**src/rtl/tmr_fault_injector.sv**
```systemverilog
// Fault-injection campaign engine feeding three copies of a data word to a TMR voter.
// Optional statistics counters are built only when TMR_FAULT_INJ_STATS_EN is defined.
module tmr_fault_injector #(
    parameter int WIDTH    = 8,
    parameter int PERIOD_W = 16
) (
    input  logic                clk,
    input  logic                rst,
    input  logic [WIDTH-1:0]    in,
    output logic [WIDTH-1:0]    outA,
    output logic [WIDTH-1:0]    outB,
    output logic [WIDTH-1:0]    outC,
    input  logic                arm,
    input  logic                abort,
    input  logic [1:0]          lane_sel,
    input  logic [WIDTH-1:0]    inj_mask,
    input  logic [PERIOD_W-1:0] period,
    input  logic [7:0]          count,
    input  logic                tmrErr_in,
    output logic                busy,
    output logic                done,
    output logic                inj_active,
    output logic [7:0]          detected_cnt,
    output logic [7:0]          missed_cnt
);

    typedef enum logic [1:0] {S_IDLE, S_WAIT, S_INJECT, S_CHECK} state_t;

    state_t              state_q;
    logic [WIDTH-1:0]    in_q;
    logic [WIDTH-1:0]    corr_a_q, corr_b_q, corr_c_q;
    logic                done_q, inj_q;
    logic [PERIOD_W-1:0] timer_q, period_q;
    logic [7:0]          remain_q;
    logic [1:0]          lane_q, rot_q;
    logic [WIDTH-1:0]    mask_q;

    logic [1:0]          cur_lane_s;
    logic [PERIOD_W-1:0] reload_s, arm_reload_s;
    logic [WIDTH-1:0]    inj_a_s, inj_b_s, inj_c_s;

    // Target lane and timer reload values (period 0 behaves as 1).
    always_comb begin
        cur_lane_s   = (lane_q == 2'd3) ? rot_q : lane_q;
        reload_s     = (period_q == '0) ? PERIOD_W'(1) : period_q;
        arm_reload_s = (period == '0) ? PERIOD_W'(1) : period;
        inj_a_s      = '0;
        inj_b_s      = '0;
        inj_c_s      = '0;
        case (cur_lane_s)
            2'd0:    inj_a_s = mask_q;
            2'd1:    inj_b_s = mask_q;
            2'd2:    inj_c_s = mask_q;
            default: inj_a_s = '0;
        endcase
    end

    // Campaign FSM with registered lane corruption and status outputs.
    always_ff @(posedge clk) begin
        if (rst) begin
            state_q  <= S_IDLE;
            in_q     <= '0;
            corr_a_q <= '0;
            corr_b_q <= '0;
            corr_c_q <= '0;
            done_q   <= 1'b0;
            inj_q    <= 1'b0;
            timer_q  <= '0;
            period_q <= '0;
            remain_q <= 8'd0;
            lane_q   <= 2'd0;
            rot_q    <= 2'd0;
            mask_q   <= '0;
        end else begin
            in_q     <= in;
            corr_a_q <= '0;
            corr_b_q <= '0;
            corr_c_q <= '0;
            done_q   <= 1'b0;
            inj_q    <= 1'b0;
            case (state_q)
                S_IDLE: begin
                    if (!abort && arm) begin
                        lane_q   <= lane_sel;
                        mask_q   <= inj_mask;
                        period_q <= period;
                        rot_q    <= 2'd0;
                        remain_q <= count;
                        if (count == 8'd0) begin
                            done_q <= 1'b1;
                        end else begin
                            state_q <= S_WAIT;
                            timer_q <= arm_reload_s;
                        end
                    end
                end
                S_WAIT: begin
                    if (abort) begin
                        state_q <= S_IDLE;
                    end else begin
                        timer_q <= timer_q - PERIOD_W'(1);
                        if (timer_q <= PERIOD_W'(2)) begin
                            state_q  <= S_INJECT;
                            inj_q    <= 1'b1;
                            corr_a_q <= inj_a_s;
                            corr_b_q <= inj_b_s;
                            corr_c_q <= inj_c_s;
                        end
                    end
                end
                S_INJECT: begin
                    state_q <= abort ? S_IDLE : S_CHECK;
                end
                S_CHECK: begin
                    if (abort) begin
                        state_q <= S_IDLE;
                    end else begin
                        rot_q    <= (rot_q == 2'd2) ? 2'd0 : rot_q + 2'd1;
                        remain_q <= remain_q - 8'd1;
                        if (remain_q == 8'd1) begin
                            done_q  <= 1'b1;
                            state_q <= S_IDLE;
                        end else begin
                            state_q <= S_WAIT;
                            timer_q <= reload_s;
                        end
                    end
                end
                default: state_q <= S_IDLE;
            endcase
        end
    end

    assign outA       = in_q ^ corr_a_q;
    assign outB       = in_q ^ corr_b_q;
    assign outC       = in_q ^ corr_c_q;
    assign busy       = (state_q != S_IDLE);
    assign done       = done_q;
    assign inj_active = inj_q;

`ifdef TMR_FAULT_INJ_STATS_EN
    logic       err_seen_q;
    logic [7:0] det_q, det_d, miss_q, miss_d;

    // An injection is detected if the voter flagged it during INJECT or CHECK.
    always_comb begin
        det_d  = det_q;
        miss_d = miss_q;
        if (state_q == S_IDLE && arm && !abort) begin
            det_d  = 8'd0;
            miss_d = 8'd0;
        end else if (state_q == S_CHECK && !abort) begin
            if (err_seen_q || tmrErr_in) begin
                det_d = (det_q == 8'hFF) ? det_q : det_q + 8'd1;
            end else begin
                miss_d = (miss_q == 8'hFF) ? miss_q : miss_q + 8'd1;
            end
        end else begin
            det_d  = det_q;
            miss_d = miss_q;
        end
    end

    // Statistics registers and INJECT-cycle error capture.
    always_ff @(posedge clk) begin
        if (rst) begin
            det_q      <= 8'd0;
            miss_q     <= 8'd0;
            err_seen_q <= 1'b0;
        end else begin
            det_q  <= det_d;
            miss_q <= miss_d;
            if (state_q == S_INJECT) begin
                err_seen_q <= tmrErr_in;
            end else begin
                err_seen_q <= err_seen_q;
            end
        end
    end

    assign detected_cnt = det_q;
    assign missed_cnt   = miss_q;
`else
    logic unused_err_s;
    assign unused_err_s = tmrErr_in;
    assign detected_cnt = 8'd0;
    assign missed_cnt   = 8'd0;
`endif

endmodule
```
**config.mk**
```make
export PLATFORM = sky130hd
export DESIGN_NAME = tmr_fault_injector
export DESIGN_NICKNAME = d
export VERILOG_FILES = /design/src/rtl/tmr_fault_injector.sv
export SDC_FILE = /design/constraint.sdc
export NUM_CORES = 1
export LEC_CHECK = 0
export ABC_AREA = 1
export CAP_MARGIN = 10
export CORE_UTILIZATION = 25
export DETAILED_ROUTE_END_ITERATION = 10
export RECOVER_POWER = 50
export SETUP_SLACK_MARGIN = 0.15
export SYNTH_ARGS = -nofsm -noshare
export SYNTH_HDL_FRONTEND = slang
export SYNTH_SLANG_ARGS = --single-unit
```
**constraint.sdc**
```tcl
create_clock -name clk -period 2.2 [get_ports clk]
set_input_delay 0.55 -clock clk [delete_from_list [all_inputs] [get_ports clk]]
set_output_delay 0.55 -clock clk [all_outputs]
set_load 0.01 [all_outputs]
```
Word level (Yosys, flattened, before mapping) --
Index checks and enable logic that the tools add are counted.
Storage, ports and cells: input port bits 47, word-level logic and storage cells 87, output and inout port bits 43, flip-flop bits (word level) 88
Cells by class: magnitude comparators 1, $add $sub $neg 3, reduce and logical (&&, ||, !) cells 18, eq/ne operators 14, muxes and demuxes 30, bitwise gates (word level) 8
Operators by type and width (number):
- 16-bit two-way mux | 7
- 16-bit case mux with 3 select lines | 1
- 16-bit zero test | 2
- 8-bit bitwise XOR | 3
- 2-bit two-way mux | 9
- 16-bit by 2-bit <= comparator with 1-bit output (second input constant) | 1
- 8-bit two-way mux | 2
- 8-bit case mux with 2 select lines | 1
- 16-bit by 1-bit subtractor with 16-bit output (second input constant) | 1
- 5-bit OR reduction | 3
- 2-bit equality test (second input constant) | 5
- 2-bit != test (second input constant) | 5
- 8-bit by 1-bit equality test with 1-bit output (second input constant) | 1
- 8-bit zero test | 1
- 2-bit case mux with 4 select lines | 1
- 8-bit by 1-bit subtractor with 8-bit output (second input constant) | 1
- 1-bit two-way mux | 7
- 3-bit AND reduction | 2
- 6-bit AND reduction | 1
- 1-bit inverter | 5
- 2-bit by 1-bit equality test with 1-bit output (second input constant) | 2
- 2-bit zero test | 2
- 2-bit case mux with 2 select lines | 1
- 2-bit nonzero test | 2
- 8 further kinds | 8

Logic depth before layout (Yosys ltp) --
depth in word-level cells 5, gate-level depth with buffers 11, mapped depth without buffers 10

Worst setup path before layout --
OpenSTA, ideal clock, no wires.
path type reg-to-reg, start register state_q[1], end register timer_q[10], data arrival time 1492 ps, cell stages (with the launch flop) 12, buffers on the path 1, path slack 596 ps, data required time 2089 ps, path through dfxtp_1 > inv_1 > ha_1 > nor2_4 > o21bai_1 > inv_1 > nand2_1 > nor2_2 > buf_6 > nand2_1 > nor2_1 > nor2_1
On the way: longest elaborated chain between the ends 3
RTL lines:
- from (decl) | line 29 | state_t state_q;
- from (signal assigned) | line 112 | state_q <= abort ? S_IDLE : S_CHECK;
- 2-bit equality test, or another cell as far along | line 81 | case (state_q)
- 2-bit != test (no line) / 3-bit nonzero test (equally long branches)
- 6-bit AND reduction (no line)
- to (signal assigned) | line 93 | timer_q <= arm_reload_s;
- to (signal assigned) | line 101 | timer_q <= timer_q - PERIOD_W'(1);
- to (signal assigned) | line 125 | timer_q <= reload_s;
- to (decl) | line 33 | logic [PERIOD_W-1:0] timer_q, period_q;
Several ways; a longest one is shown, not always the timed one. A chain may end at the register's enable or synchronous reset.

Worst setup path after layout --
start register state_q[1], end output busy
On the way: longest elaborated chain between the ends 1
RTL lines:
- 2-bit nonzero test | line 137 | assign busy = (state_q != S_IDLE);
- to (decl) | line 20 | output logic busy,
Every way passes these cells.

==> flow_summary.ini <==
[run_status]
status = finished, final reports clean

[final_layout]
fillers = 1908
layout_common_cells = nand2_1 (159), nor2_1 (111), dfxtp_1 (82), clkdlybuf4s50_1 (58), inv_1 (57)
diodes = 0
utilization_pct = 32.8
area_growth_pct = 26.3
mostFrequentLayoutCell = nand2_1
nets = 789
drive_gt1_share_pct = 9.62

[critical_path]
crit_slowest_cell = dfxtp_1
crit_family = buffers and inverters
crit_buf_inv = 3
end_kind = output pin
cp_slowest_stage_delay_ns = 0.41
cp_max_fo = 5
reg2reg_depth = 11
cp.required_ns = 1.65
cp-start-kind = register
worst_path_most_repeated_cell = inv_1
crit_type = register to output pin
path_cells = inv_1, ha_1, inv_1, dlygate4sd2_1
crit_cells = 4
crit_arrival_ns = 1.49

[power]
p_per_area_mw_per_mm2 = 836
p_leak_uw = 0.00250
peakVddDrop_mv = 0.391

[hold_path]
hold_path.class = register to register
hold_path_depth = 2

[routing]
antenna_left = 0
detail_route.wl_per_cell_um = 11.6
avgViaCountPerCell = 4.27
vias = 4109
drt-total-wl_um = 11200
drt_iter0_markers = 186
dr.pass1.iters = 5
drc_errors = 0

[logic_synthesis]
avgSynthCellArea_um2 = 6.95
yosysTopAreaCell = dfxtp_1
synth_cells = 655
ys_warn_count = 0
yosys-top-cells-area = dfxtp_1 (39%), nand2_1 (13%), nor2_1 (9.1%)
synth.distinct_cells = 36
synth_top_area_share_pct = 38.7
ys_seq_elements = 88
syn_area_mm2 = 0.00455
seq_area_frac_synth_pct = 38.7

[die]
start_util_pct = 26.0
fp.dieH_um = 137
dieArea_mm2 = 0.0188
coreArea_mm2 = 0.0175
row_count = 48
die_x_um = 137
pin_count = 90

[clocking]
insertion_delay_ns = 0.35
cts_buffers = 9
ctsHtreeMaxLevel = 3
cts-root-buf = clkbuf_16
cts_tree = done
ctsHoldBuffers = 0
clk_path_buf_depth = 2
cts_sinks = 88
clk_pin_slew_ns = 0.07

[placed_design]
place_ws_ns = 0.198
gp_congestion = 0.792
portBuffers = 72
dpl.hpwl_um = 8250

[flow_run]
cap_violations = 0

[sta]
drv_slew = 0
fin_hold_ws_ns = 0.470
hold_viol_final = 0
maxSlewHeadroom_pct = 49.7
max_freq_mhz = 491
fin_setup_tns_ns = 0
setup_viol = 0
rsz0062_at_grt = true
fin_crit_ns = 2.04
worst_pin_slew_ns = 0.755
fin_ws_ns = 0.164
fin_worst_skew_ns = 0.00566
fin_crit_sh_pct = 92.5

[global_routing]
grt_use_total_pct = 12.7
grt_pass1_vias = 3782
antenna_found_initial = 0
overflow = 0
grt_pass1_wl_um = 18600
grt_max_degree = 29
==> power by group <==
group / internal (µW) / switching [µW]
clock: 803 / 717
sequential: 1740 / 128
combinational: 559 / 864
total: 3100 / 1710
==> stage by stage <==
step	total power, µW	instances	cell area (µm²)
finish	4810	963	5750
floorplan	2930	670	4610
global placement	3340	947	5520
CTS	4880	963	5830
global route	5150	963	5750
detailed placement	3350	947	5520
==> cell usage after synthesis (all sizes together) <==
cell type and count:
a211oi 1, a21oi 47, a22oi 11, a31oi 1
and2 2, buf 27, clkbuf 10, clkinv 2
conb 1, dfxtp 88, ha 9, inv 62
nand2 160, nand3 25, nand4 3, nor2 131
nor3 10, o21ai 37, o21bai 1, o22ai 1
o31ai 1, or2 1, xor2 24
==> tightest hold or removal path, stage by stage, from the launching register on <==
cell,delay (ns)
dfxtp_1,0.31
inv_1,0.06
a21oi_1,0.05
==> what timing repair did <==
action,CTS,global route
setup endpoints to repair,4,20
pin swaps,1,0
setup buffers,0,0
gates resized for setup,3,17
==> state kept, by name, indices dropped and copies added, names as in the netlist <==
signal / cells
period_q: 16
timer_q: 16
corr_a_q: 8
corr_b_q: 8
corr_c_q: 8
in_q: 8
mask_q: 8
remain_q: 8
lane_q: 2
rot_q: 2
state_q: 2
done: 1
inj_active: 1
==> per-layer routing <==
| layer | GRT usage [%] | wire (µm) | vias up |
|---|---|---|---|
| met5 | 0 | 0 | - |
| met4 | 3.85 | 155 | 0 |
| met3 | 2.89 | 552 | 9 |
| met2 | 20.3 | 4970 | 80 |
| met1 | 16.9 | 5500 | 1840 |
| li1 | - | - | 2180 |
==> final timing paths <==
check / slack (ns) / start / endpoint
worst max-delay path: 0.16 / state_q[1] / busy
worst min-delay path: 0.47 / period_q[0] / period_q[0]
worst max register to register: 0.38 / state_q[1] / timer_q[13]
worst min register to register: 0.47 / period_q[0] / period_q[0]
==> kinds of logic (layout without fill, tap and decap cells) <==
family,after synthesis,in the layout,synth area share [%]
AO/OA/AOI/OAI,100,100,12.1
flip-flops,88,88,38.7
other,1,16,0.0823
buffers and inverters,101,169,10.7
XOR/XNOR,24,24,4.62
AND/OR/NAND/NOR,332,332,31.3
adder cells (fa/ha/maj),9,9,2.47
==> layout make-up <==
| class | instances | area, µm² | share of cell area [%] |
|---|---|---|---|
| tap | 225 | 282 | 4.89 |
| inverter | 64 | 241 | 4.20 |
| sequential | 88 | 1770 | 30.8 |
| timing repair buffer | 89 | 805 | 14.0 |
| clock buffer | 9 | 225 | 3.91 |
| multi-input combinational | 481 | 2360 | 41.0 |
| clock inverter | 7 | 75.1 | 1.30 |
Power figures use the tool's default switching activity.
